===== src/rtl/calc_pkg.sv =====
// Shared calculator definitions: button op codes, keypad key codes, keypad FSM states
// and the keypad position to key code map.
package calc_pkg;

    typedef enum logic [2:0] {
        OP_NONE = 3'b000,
        OP_ADD  = 3'b001,
        OP_SUB  = 3'b010,
        OP_MUL  = 3'b011,
        OP_DIV  = 3'b100
    } op_t;

    localparam logic [3:0] KEY_ADD = 4'd10;
    localparam logic [3:0] KEY_SUB = 4'd11;
    localparam logic [3:0] KEY_MUL = 4'd12;
    localparam logic [3:0] KEY_DIV = 4'd13;
    localparam logic [3:0] KEY_EQ  = 4'd14;
    localparam logic [3:0] KEY_CLR = 4'd15;

    typedef enum logic [1:0] {
        KP_SCAN,
        KP_DEBOUNCE,
        KP_EMIT,
        KP_RELEASE
    } kp_state_t;

    // Keypad face: r0 = 1 2 3 +, r1 = 4 5 6 -, r2 = 7 8 9 *, r3 = C 0 = /
    function automatic logic [3:0] key_map(input logic [1:0] row, input logic [1:0] col);
        logic [3:0] code;
        code = 4'd0;
        case ({row, col})
            4'h0: code = 4'd1;
            4'h1: code = 4'd2;
            4'h2: code = 4'd3;
            4'h3: code = KEY_ADD;
            4'h4: code = 4'd4;
            4'h5: code = 4'd5;
            4'h6: code = 4'd6;
            4'h7: code = KEY_SUB;
            4'h8: code = 4'd7;
            4'h9: code = 4'd8;
            4'hA: code = 4'd9;
            4'hB: code = KEY_MUL;
            4'hC: code = KEY_CLR;
            4'hD: code = 4'd0;
            4'hE: code = KEY_EQ;
            4'hF: code = KEY_DIV;
            default: code = 4'd0;
        endcase
        return code;
    endfunction

    function automatic op_t key_to_op(input logic [3:0] code);
        op_t op;
        op = OP_NONE;
        case (code)
            KEY_ADD: op = OP_ADD;
            KEY_SUB: op = OP_SUB;
            KEY_MUL: op = OP_MUL;
            KEY_DIV: op = OP_DIV;
            default: op = OP_NONE;
        endcase
        return op;
    endfunction

endpackage


===== src/rtl/calc_sync2.sv =====
// Two-flop synchroniser for asynchronous inputs; resets to all-ones so idle
// pulled-up lines read as inactive.
module calc_sync2 #(
    parameter int WIDTH = 4
) (
    input  logic             clk,
    input  logic             rst_n,
    input  logic [WIDTH-1:0] d,
    output logic [WIDTH-1:0] q
);

    logic [WIDTH-1:0] meta;

    always_ff @(posedge clk or negedge rst_n) begin
        if (!rst_n) begin
            meta <= '1;
            q    <= '1;
        end else begin
            meta <= d;
            q    <= meta;
        end
    end

endmodule


===== src/rtl/calc_keypad_encoder.sv =====
// 4x4 keypad scanner and debouncer; turns each accepted press into a single-cycle
// command pulse on the calculator core's button interface.
module calc_keypad_encoder
    import calc_pkg::*;
#(
    parameter int SCAN_DIV        = 16,
    parameter int DEBOUNCE_CYCLES = 1000
) (
    input  logic       clk,
    input  logic       rst_n,
    input  logic [3:0] col_n,
    output logic [3:0] row_n,
    output logic [3:0] button_num,
    output logic       num_valid,
    output logic [2:0] button_op,
    output logic       equal,
    output logic       key_clear,
    output logic [3:0] key_code,
    output logic       key_valid
);

    localparam int DW = $clog2(SCAN_DIV);
    localparam int CW = $clog2(DEBOUNCE_CYCLES);
    localparam logic [DW-1:0] DWELL_LAST = DW'(SCAN_DIV - 1);
    localparam logic [DW-1:0] DWELL_EVAL = DW'(3);
    localparam logic [CW-1:0] DEB_LAST   = CW'(DEBOUNCE_CYCLES - 1);

    kp_state_t     state, state_nx;
    logic [1:0]    row, row_nx;
    logic [DW-1:0] dwell, dwell_nx;
    logic [CW-1:0] cnt, cnt_nx;
    logic [1:0]    col_lat, col_lat_nx;
    logic          emit_nx;
    logic [3:0]    col_s;
    logic [3:0]    emit_code;
    logic [1:0]    low_col;
    logic          any_low;
    logic          lat_low;

    calc_sync2 #(.WIDTH(4)) u_sync (
        .clk   (clk),
        .rst_n (rst_n),
        .d     (col_n),
        .q     (col_s)
    );

    always_comb begin
        any_low = (col_s != 4'b1111);
        lat_low = !col_s[col_lat];
        low_col = 2'd3;
        if (!col_s[0])      low_col = 2'd0;
        else if (!col_s[1]) low_col = 2'd1;
        else if (!col_s[2]) low_col = 2'd2;
        emit_code = key_map(row, col_lat);
    end

    // The row register doubles as the latched row: it only moves while scanning.
    always_comb begin
        state_nx   = state;
        row_nx     = row;
        dwell_nx   = dwell;
        cnt_nx     = cnt;
        col_lat_nx = col_lat;
        emit_nx    = 1'b0;
        case (state)
            KP_SCAN: begin
                if (dwell >= DWELL_EVAL && any_low) begin
                    col_lat_nx = low_col;
                    cnt_nx     = '0;
                    state_nx   = KP_DEBOUNCE;
                end else if (dwell == DWELL_LAST) begin
                    dwell_nx = '0;
                    row_nx   = row + 2'd1;
                end else begin
                    dwell_nx = dwell + 1'b1;
                end
            end
            KP_DEBOUNCE: begin
                if (!lat_low) begin
                    cnt_nx   = '0;
                    state_nx = KP_SCAN;
                end else if (cnt == DEB_LAST) begin
                    cnt_nx   = '0;
                    emit_nx  = 1'b1;
                    state_nx = KP_EMIT;
                end else begin
                    cnt_nx = cnt + 1'b1;
                end
            end
            KP_EMIT: begin
                cnt_nx   = '0;
                state_nx = KP_RELEASE;
            end
            KP_RELEASE: begin
                if (any_low) begin
                    cnt_nx = '0;
                end else if (cnt == DEB_LAST) begin
                    cnt_nx   = '0;
                    dwell_nx = '0;
                    row_nx   = row + 2'd1;
                    state_nx = KP_SCAN;
                end else begin
                    cnt_nx = cnt + 1'b1;
                end
            end
            default: state_nx = KP_SCAN;
        endcase
    end

    always_ff @(posedge clk or negedge rst_n) begin
        if (!rst_n) begin
            state   <= KP_SCAN;
            row     <= 2'd0;
            dwell   <= '0;
            cnt     <= '0;
            col_lat <= 2'd0;
            row_n   <= 4'b1110;
        end else begin
            state   <= state_nx;
            row     <= row_nx;
            dwell   <= dwell_nx;
            cnt     <= cnt_nx;
            col_lat <= col_lat_nx;
            row_n   <= ~(4'b0001 << row_nx);
        end
    end

    // Command pulses are registered so they land in the cycle the FSM sits in EMIT.
    always_ff @(posedge clk or negedge rst_n) begin
        if (!rst_n) begin
            button_num <= 4'd0;
            num_valid  <= 1'b0;
            button_op  <= OP_NONE;
            equal      <= 1'b0;
            key_clear  <= 1'b0;
            key_code   <= 4'd0;
            key_valid  <= 1'b0;
        end else begin
            key_valid <= emit_nx;
            num_valid <= emit_nx && (emit_code < 4'd10);
            button_op <= emit_nx ? key_to_op(emit_code) : OP_NONE;
            equal     <= emit_nx && (emit_code == KEY_EQ);
            key_clear <= emit_nx && (emit_code == KEY_CLR);
            if (emit_nx) begin
                key_code <= emit_code;
                if (emit_code < 4'd10) begin
                    button_num <= emit_code;
                end
            end
        end
    end

endmodule

===== config.mk =====
export PLATFORM = sky130hd
export DESIGN_NAME = calc_keypad_encoder
export DESIGN_NICKNAME = d
export VERILOG_FILES = /design/src/rtl/calc_pkg.sv /design/src/rtl/calc_sync2.sv /design/src/rtl/calc_keypad_encoder.sv
export SDC_FILE = /design/constraint.sdc
export NUM_CORES = 1
export LEC_CHECK = 0
export ABC_AREA = 1
export BUFFER_PORTS_ARGS = -buffer_cell sky130_fd_sc_hd__buf_2
export CORE_UTILIZATION = 50
export CTS_CLUSTER_SIZE = 10
export DETAILED_ROUTE_END_ITERATION = 10
export MAX_ROUTING_LAYER = met4
export PLACE_DENSITY = 0.69
export SYNTH_ARGS = -nofsm -noshare
export SYNTH_HDL_FRONTEND = slang
export SYNTH_SLANG_ARGS = --single-unit
export TNS_END_PERCENT = 5

===== constraint.sdc =====
create_clock -name clk -period 2 [get_ports clk]
set_clock_uncertainty 0.15 [all_clocks]
set_input_delay 0.3 -clock clk [delete_from_list [all_inputs] [get_ports clk]]
set_output_delay 0.3 -clock clk [all_outputs]
set_load 0.005 [all_outputs]

Word-level counts from Yosys, hierarchy flattened
Memories as Yosys holds them, arrays and structs flattened.
Index checks and enable logic that the tools add are counted.
- bits in registers: 47
- bits in latches: 0
- memory bits (writable): 0
- ROM bits: 64
- input port bits: 6
- word-level logic and storage cells: 82
- memories: 1
- add/subtract/negate cells: 3
- multipliers: 0
- div/mod/pow operators: 0
- $lt $le $gt $ge: 3
- eq/ne operators: 17
- shift-type cells: 1
- multiplexer cells: 31
- bitwise operators: 1
- reduce and logical (&&, ||, !) cells: 10
- memories (memory ; depth ; width ; rd ports ; clocked after Yosys merged registers in ; write ports ; RTL line ; text):
    (no name shown) ; 16 ; 4 ; 1 ; 0 ; 0 ; calc_pkg.sv:31 ; case ({row, col})
- operators by type and width (operator ; count):
    $mux 10 ; 4
    $pmux 10 s4 ; 1
    $eq 4x4->1 const B ; 7
    $mux 2 ; 11
    $mux 4 ; 4
    $pmux 3 s4 ; 1
    $add 10x1->10 const B ; 1
    $eq 10x10->1 const B ; 1
    $ne 2x2->1 const B ; 4
    $pmux 2 s4 ; 1
    $pmux 4 s2 ; 1
    $reduce_and 4->1 ; 2
    $mux 1 ; 5
    $add 4x1->4 const B ; 1
    $eq 2x2->1 const B ; 2
    $ge 4x2->1 const B ; 1
    $logic_and 1x1->1 ; 4
    $lt 4x4->1 const B ; 1
    $ne 4x4->1 const B ; 1
    $not 4->4 ; 1
    $pmux 2 s2 ; 1
    $reduce_and 2->1 ; 2
    $shl 1x2->4 const A ; 1
    $lt 2x3->1 const B ; 1
    7 further kinds ; 7

Depth between registers and ports, before layout
- word-level depth: 6
- gate-level depth with buffers: 11
- mapped depth without buffers: 11

Hierarchy
A second synthesis with hierarchy kept.
- cell total of the unflattened synthesis: 316
- area, all modules: 2590.0 µm²
- modules (own cells, without submodules) (module ; times used ; cells each ; area an instance (µm²) ; sequential area each (µm²)):
    calc_keypad_encoder ; 1 ; 308 ; 2379.8 ; 979.7
    calc_sync2 ; 1 ; 8 ; 210.2 ; 210.2

Worst setup path after synthesis
Ideal clock, no wire load.
- path kind: reg-to-reg
- from: register col_lat[0]
- to: register button_op[0]
- arrival time: 1.498 ns
- required time: 1.731 ns
- slack: 0.233 ns
- cell stages (with the launch flop): 11
- period minus slack after synthesis: 1.767 ns
- cell sequence: dfrtp_1 inv_2 ha_1 o21ai_0 nand2_1 o21ai_1 inv_1 nand2_1 nor2_1 nor2_1 nor2_1
- word-level cells in the longest chain between the ends: 5
- ends and longest elaborated chain (element ; RTL line ; text):
    start, declared ; calc_keypad_encoder.sv:32 ; logic [1:0] col_lat, col_lat_nx;
    start signal, assigned ; calc_keypad_encoder.sv:123 ; col_lat <= col_lat_nx;
    parallel branches: the longest is 4 deep, another holds $mem_v2 16x4 ; - ;
    $mux 3 (*) ; calc_keypad_encoder.sv:141 ; button_op <= emit_nx ? key_to_op(emit_code) : OP_NONE;
    end signal, assigned ; calc_keypad_encoder.sv:141 ;
    end, declared ; calc_keypad_encoder.sv:15 ; output logic [2:0] button_op,
Every way passes the cells marked *. The select of a mux whose other input is x is not followed.
A chain may end at the register's enable or synchronous reset.

Final worst setup path
- from: register col_lat[0]
- to: register button_num[0]
- word-level cells in the longest chain between the ends: 5
- ends and longest elaborated chain (element ; RTL line ; text):
    parallel branches: the longest is 5 deep, another holds $mem_v2 16x4 ; - ;
    end signal, assigned ; calc_keypad_encoder.sv:147 ; button_num <= emit_code;
    end, declared ; calc_keypad_encoder.sv:13 ; output logic [3:0] button_num,
Parallel ways; which one is timed is not known. The select of a mux whose other input is x is not followed.

==> impl_metrics.env <==
export IMPL_status="complete, no violations"
export IMPL_portBuffers=24
export IMPL_drc=0
export IMPL_maxSlewViolCount=0
export IMPL_worst_path_max_fanout=8
export IMPL_area_growth_pct=16.7
export IMPL_reg2reg_from="col_lat[0]"
export IMPL_power_density_mw_per_mm2=1130
export IMPL_dp_cells=383
export IMPL_drt_iter0_drc=82
export IMPL_ctsRootBufferMaster="clkbuf_8"
export IMPL_path_buf_inv=2
export IMPL_netlist_instances=291
export IMPL_vias=1898
export IMPL_hold_path_class="reg2reg"
export IMPL_cp_end_kind="flop"
export IMPL_async_flop_share_pct=100
export IMPL_drtPass1Iterations=4
export IMPL_h_tree_depth=2
export IMPL_drive_above_1_share_pct=23.0
export IMPL_cts_made_buffers=5
export IMPL_fin_area_mm2=0.00288
export IMPL_coreArea_mm2=0.00475
export IMPL_grt_max_degree=30
export IMPL_peakVddDrop_v=0.000893
export IMPL_grt_overflow_total=0
export IMPL_grt_pass1_wl_um=7560
export IMPL_viasPerCell=4.78
export IMPL_finalWirelength_um=4420
export IMPL_path_cells="inv_2, ha_1, nand2_4, a31oi_4, inv_1, nand2_4, nand3_2, nand2_1, nand2_1"
export IMPL_yosysTopAreaCell="dfrtp_1"
export IMPL_synth_edf_count=0
export IMPL_die_y_um=72.3
export IMPL_start_kind="flop"
export IMPL_setup_viol=0
export IMPL_clk_latency_ps=300
export IMPL_netlist_area_leader_share_pct=36.5
export IMPL_finalCriticalPeriod_ps=1910
export IMPL_tightestPinTransition_ps=456
export IMPL_place_detailed_hpwl_um=3280
export IMPL_max_cap_viol_count=0
export IMPL_ys_top_cells_by_count="nand2_1 (82), dfrtp_1 (36), nor2_1 (33), inv_1 (28), nand3_1 (19)"
export IMPL_cp_startpoint="col_lat[0]"
export IMPL_tns_ps=0
export IMPL_path_clk_slew_ps=80
export IMPL_cpPeakStageDelay_ps=470
export IMPL_ys_seq_elements=47
export IMPL_gp_congestion=0.831
export IMPL_synth_area_leaders="dfrtp_1 (36%), nand2_1 (12%), dfstp_2 (12%)"
export IMPL_num_antenna_cells=0
export IMPL_fillCellCount=453
export IMPL_fin_cells=397
export IMPL_synth_nets=310
export IMPL_yosysWarnings=0
export IMPL_fin_nets=348
export IMPL_holdWs_ps=208
export IMPL_detail_route_antenna_nets=0
export IMPL_grt_use_total_pct=19.3
export IMPL_die_area_mm2=0.00523
export IMPL_rrSetupSlack_ps=90
export IMPL_fmax_ghz=0.523
export IMPL_worstPathArrival_ps=1950
export IMPL_antenna_found_initial=0
export IMPL_tritoncts="done"
export IMPL_synth_avg_cell_area_um2=8.49
export IMPL_ys_flop_type="dfrtp_1"
export IMPL_syn_area_mm2=0.00247
export IMPL_critPathKind="reg2reg"
export IMPL_ioPinCount=25
export IMPL_num_rows=25
export IMPL_min_delay_start="u_sync.meta[1]"
export IMPL_placed_area_mm2=0.00269
export IMPL_cp_required_ps=2040
export IMPL_clockBufferDepth=2
export IMPL_wl_per_cell_um=11.1
export IMPL_rsz0062_at_grt="yes"
export IMPL_crit_slowest_cell="dfrtp_2"
export IMPL_grt_pass1_vias=1750
export IMPL_synth_cell_types=33
export IMPL_start_util_pct=52.0
export IMPL_ys_seq_area_share_pct=48.2
export IMPL_clock_sinks=47
export IMPL_relSlewSlack_pct=69.6
export IMPL_cp_top_family="flip-flops"
export IMPL_power_leakage_nw=1.45
export IMPL_fp_dieW_um=72.3
export IMPL_period_share_pct=95.5
export IMPL_post_synth_top_count_cell="nand2_1"
export IMPL_hold_violations=0
## worst register-to-register path: stages, from the launching register on
cell	delay, ps
dfrtp_2	470
inv_2	140
ha_1	230
nand2_4	80
a31oi_4	250
inv_1	130
nand2_4	100
nand3_2	120
nand2_1	90
nand2_1	50
## logic make-up (layout without fill, tap and decap cells)
family	after synthesis	count (layout)	synth area share, %
simple gates	161	161	30.0
flops	47	47	48.2
buf+inv	35	74	5.82
compound gates	29	29	7.29
fa+ha+maj	13	13	6.58
xor+xnor	6	6	2.13
## worst paths after layout
| kind | end | cells after the start |
|---|---|---|
| worst max-delay path | button_num[0] | 9 |
| worst max register to register | button_num[0] | 9 |
| worst min register to register | u_sync.q[1] | 0 |
| min in group asynchronous | state[0] | 2 |
| worst min-delay path | u_sync.q[1] | 0 |
| max in group asynchronous | u_sync.q[0] | 3 |
## final cells by class
type                    instances  area, um2  share of cell area [%]
well taps                      67       83.8                    2.91
repair buffers                 34        220                    7.64
flip-flops and latches         47       1190                    41.3
multi-input cells             209       1160                    40.1
clock buffers                   5       68.8                    2.39
inverters                      32        120                    4.16
clock inverters                 3       43.8                    1.52
## layout by cell type (no fill, tap or decap), types with 5 or more instances in the layout
master          n
o21ai_0        15
nand3_1        19
dfstp_2        11
buf_2          24
clkbuf_8        5
nor2_1         33
dlygate4sd3_1   5
nand2_2         5
nand2_1        80
inv_1          28
ha_1           13
dfrtp_1        35
nor2_4          5
## stage by stage
| step | total power (W) | setup WS, ps | util, % |
|---|---|---|---|
| after detailed placement | 0.00254 | 23.7 | 56.7 |
| after floorplan | 0.00225 | 233 | - |
| after CTS | 0.00324 | 9.54 | 60.1 |
| after global routing | 0.00355 | -50.3 | 60.7 |
| final | 0.00326 | 89.4 | 60.7 |
| after global placement | 0.00251 | 102 | 56.7 |
## flip-flops by register name, summed over array words and instances, names as in the netlist, named ones only
| register | flops |
|---|---|
| key_clear | 1 |
| state | 1 |
| key_valid | 1 |
| u_sync.meta | 4 |
| key_code | 4 |
| col_lat | 2 |
| cnt | 10 |
| num_valid | 1 |
| button_num | 4 |
| u_sync.q | 4 |
| equal | 1 |
| row_n | 4 |
| dwell | 4 |
| button_op | 3 |
| row | 2 |
## routing by layer
layer	wire length, um	GRT usage [%]
met5	0	-
met4	61	6.54
met3	150	4.17
met2	2070	31.4
met1	2130	24.1
## report_power, final
| part | leakage, nW | switching [W] | internal, W |
|---|---|---|---|
| sequential | 0.604 | 0.0000939 | 0.00109 |
| combinational | 0.793 | 0.000920 | 0.000470 |
| clock | 0.0581 | 0.000315 | 0.000372 |
| total | 1.45 | 0.00133 | 0.00193 |
## what timing repair did
action                                 4_1_cts  5_1_grt
endpoints found under the hold margin       21        0
resized for setup                            0        6
hold buffers                                 5        0
setup endpoints to repair                    0       21
setup buffers                                0        1
Note: power is estimated with default switching activity, not from simulation.
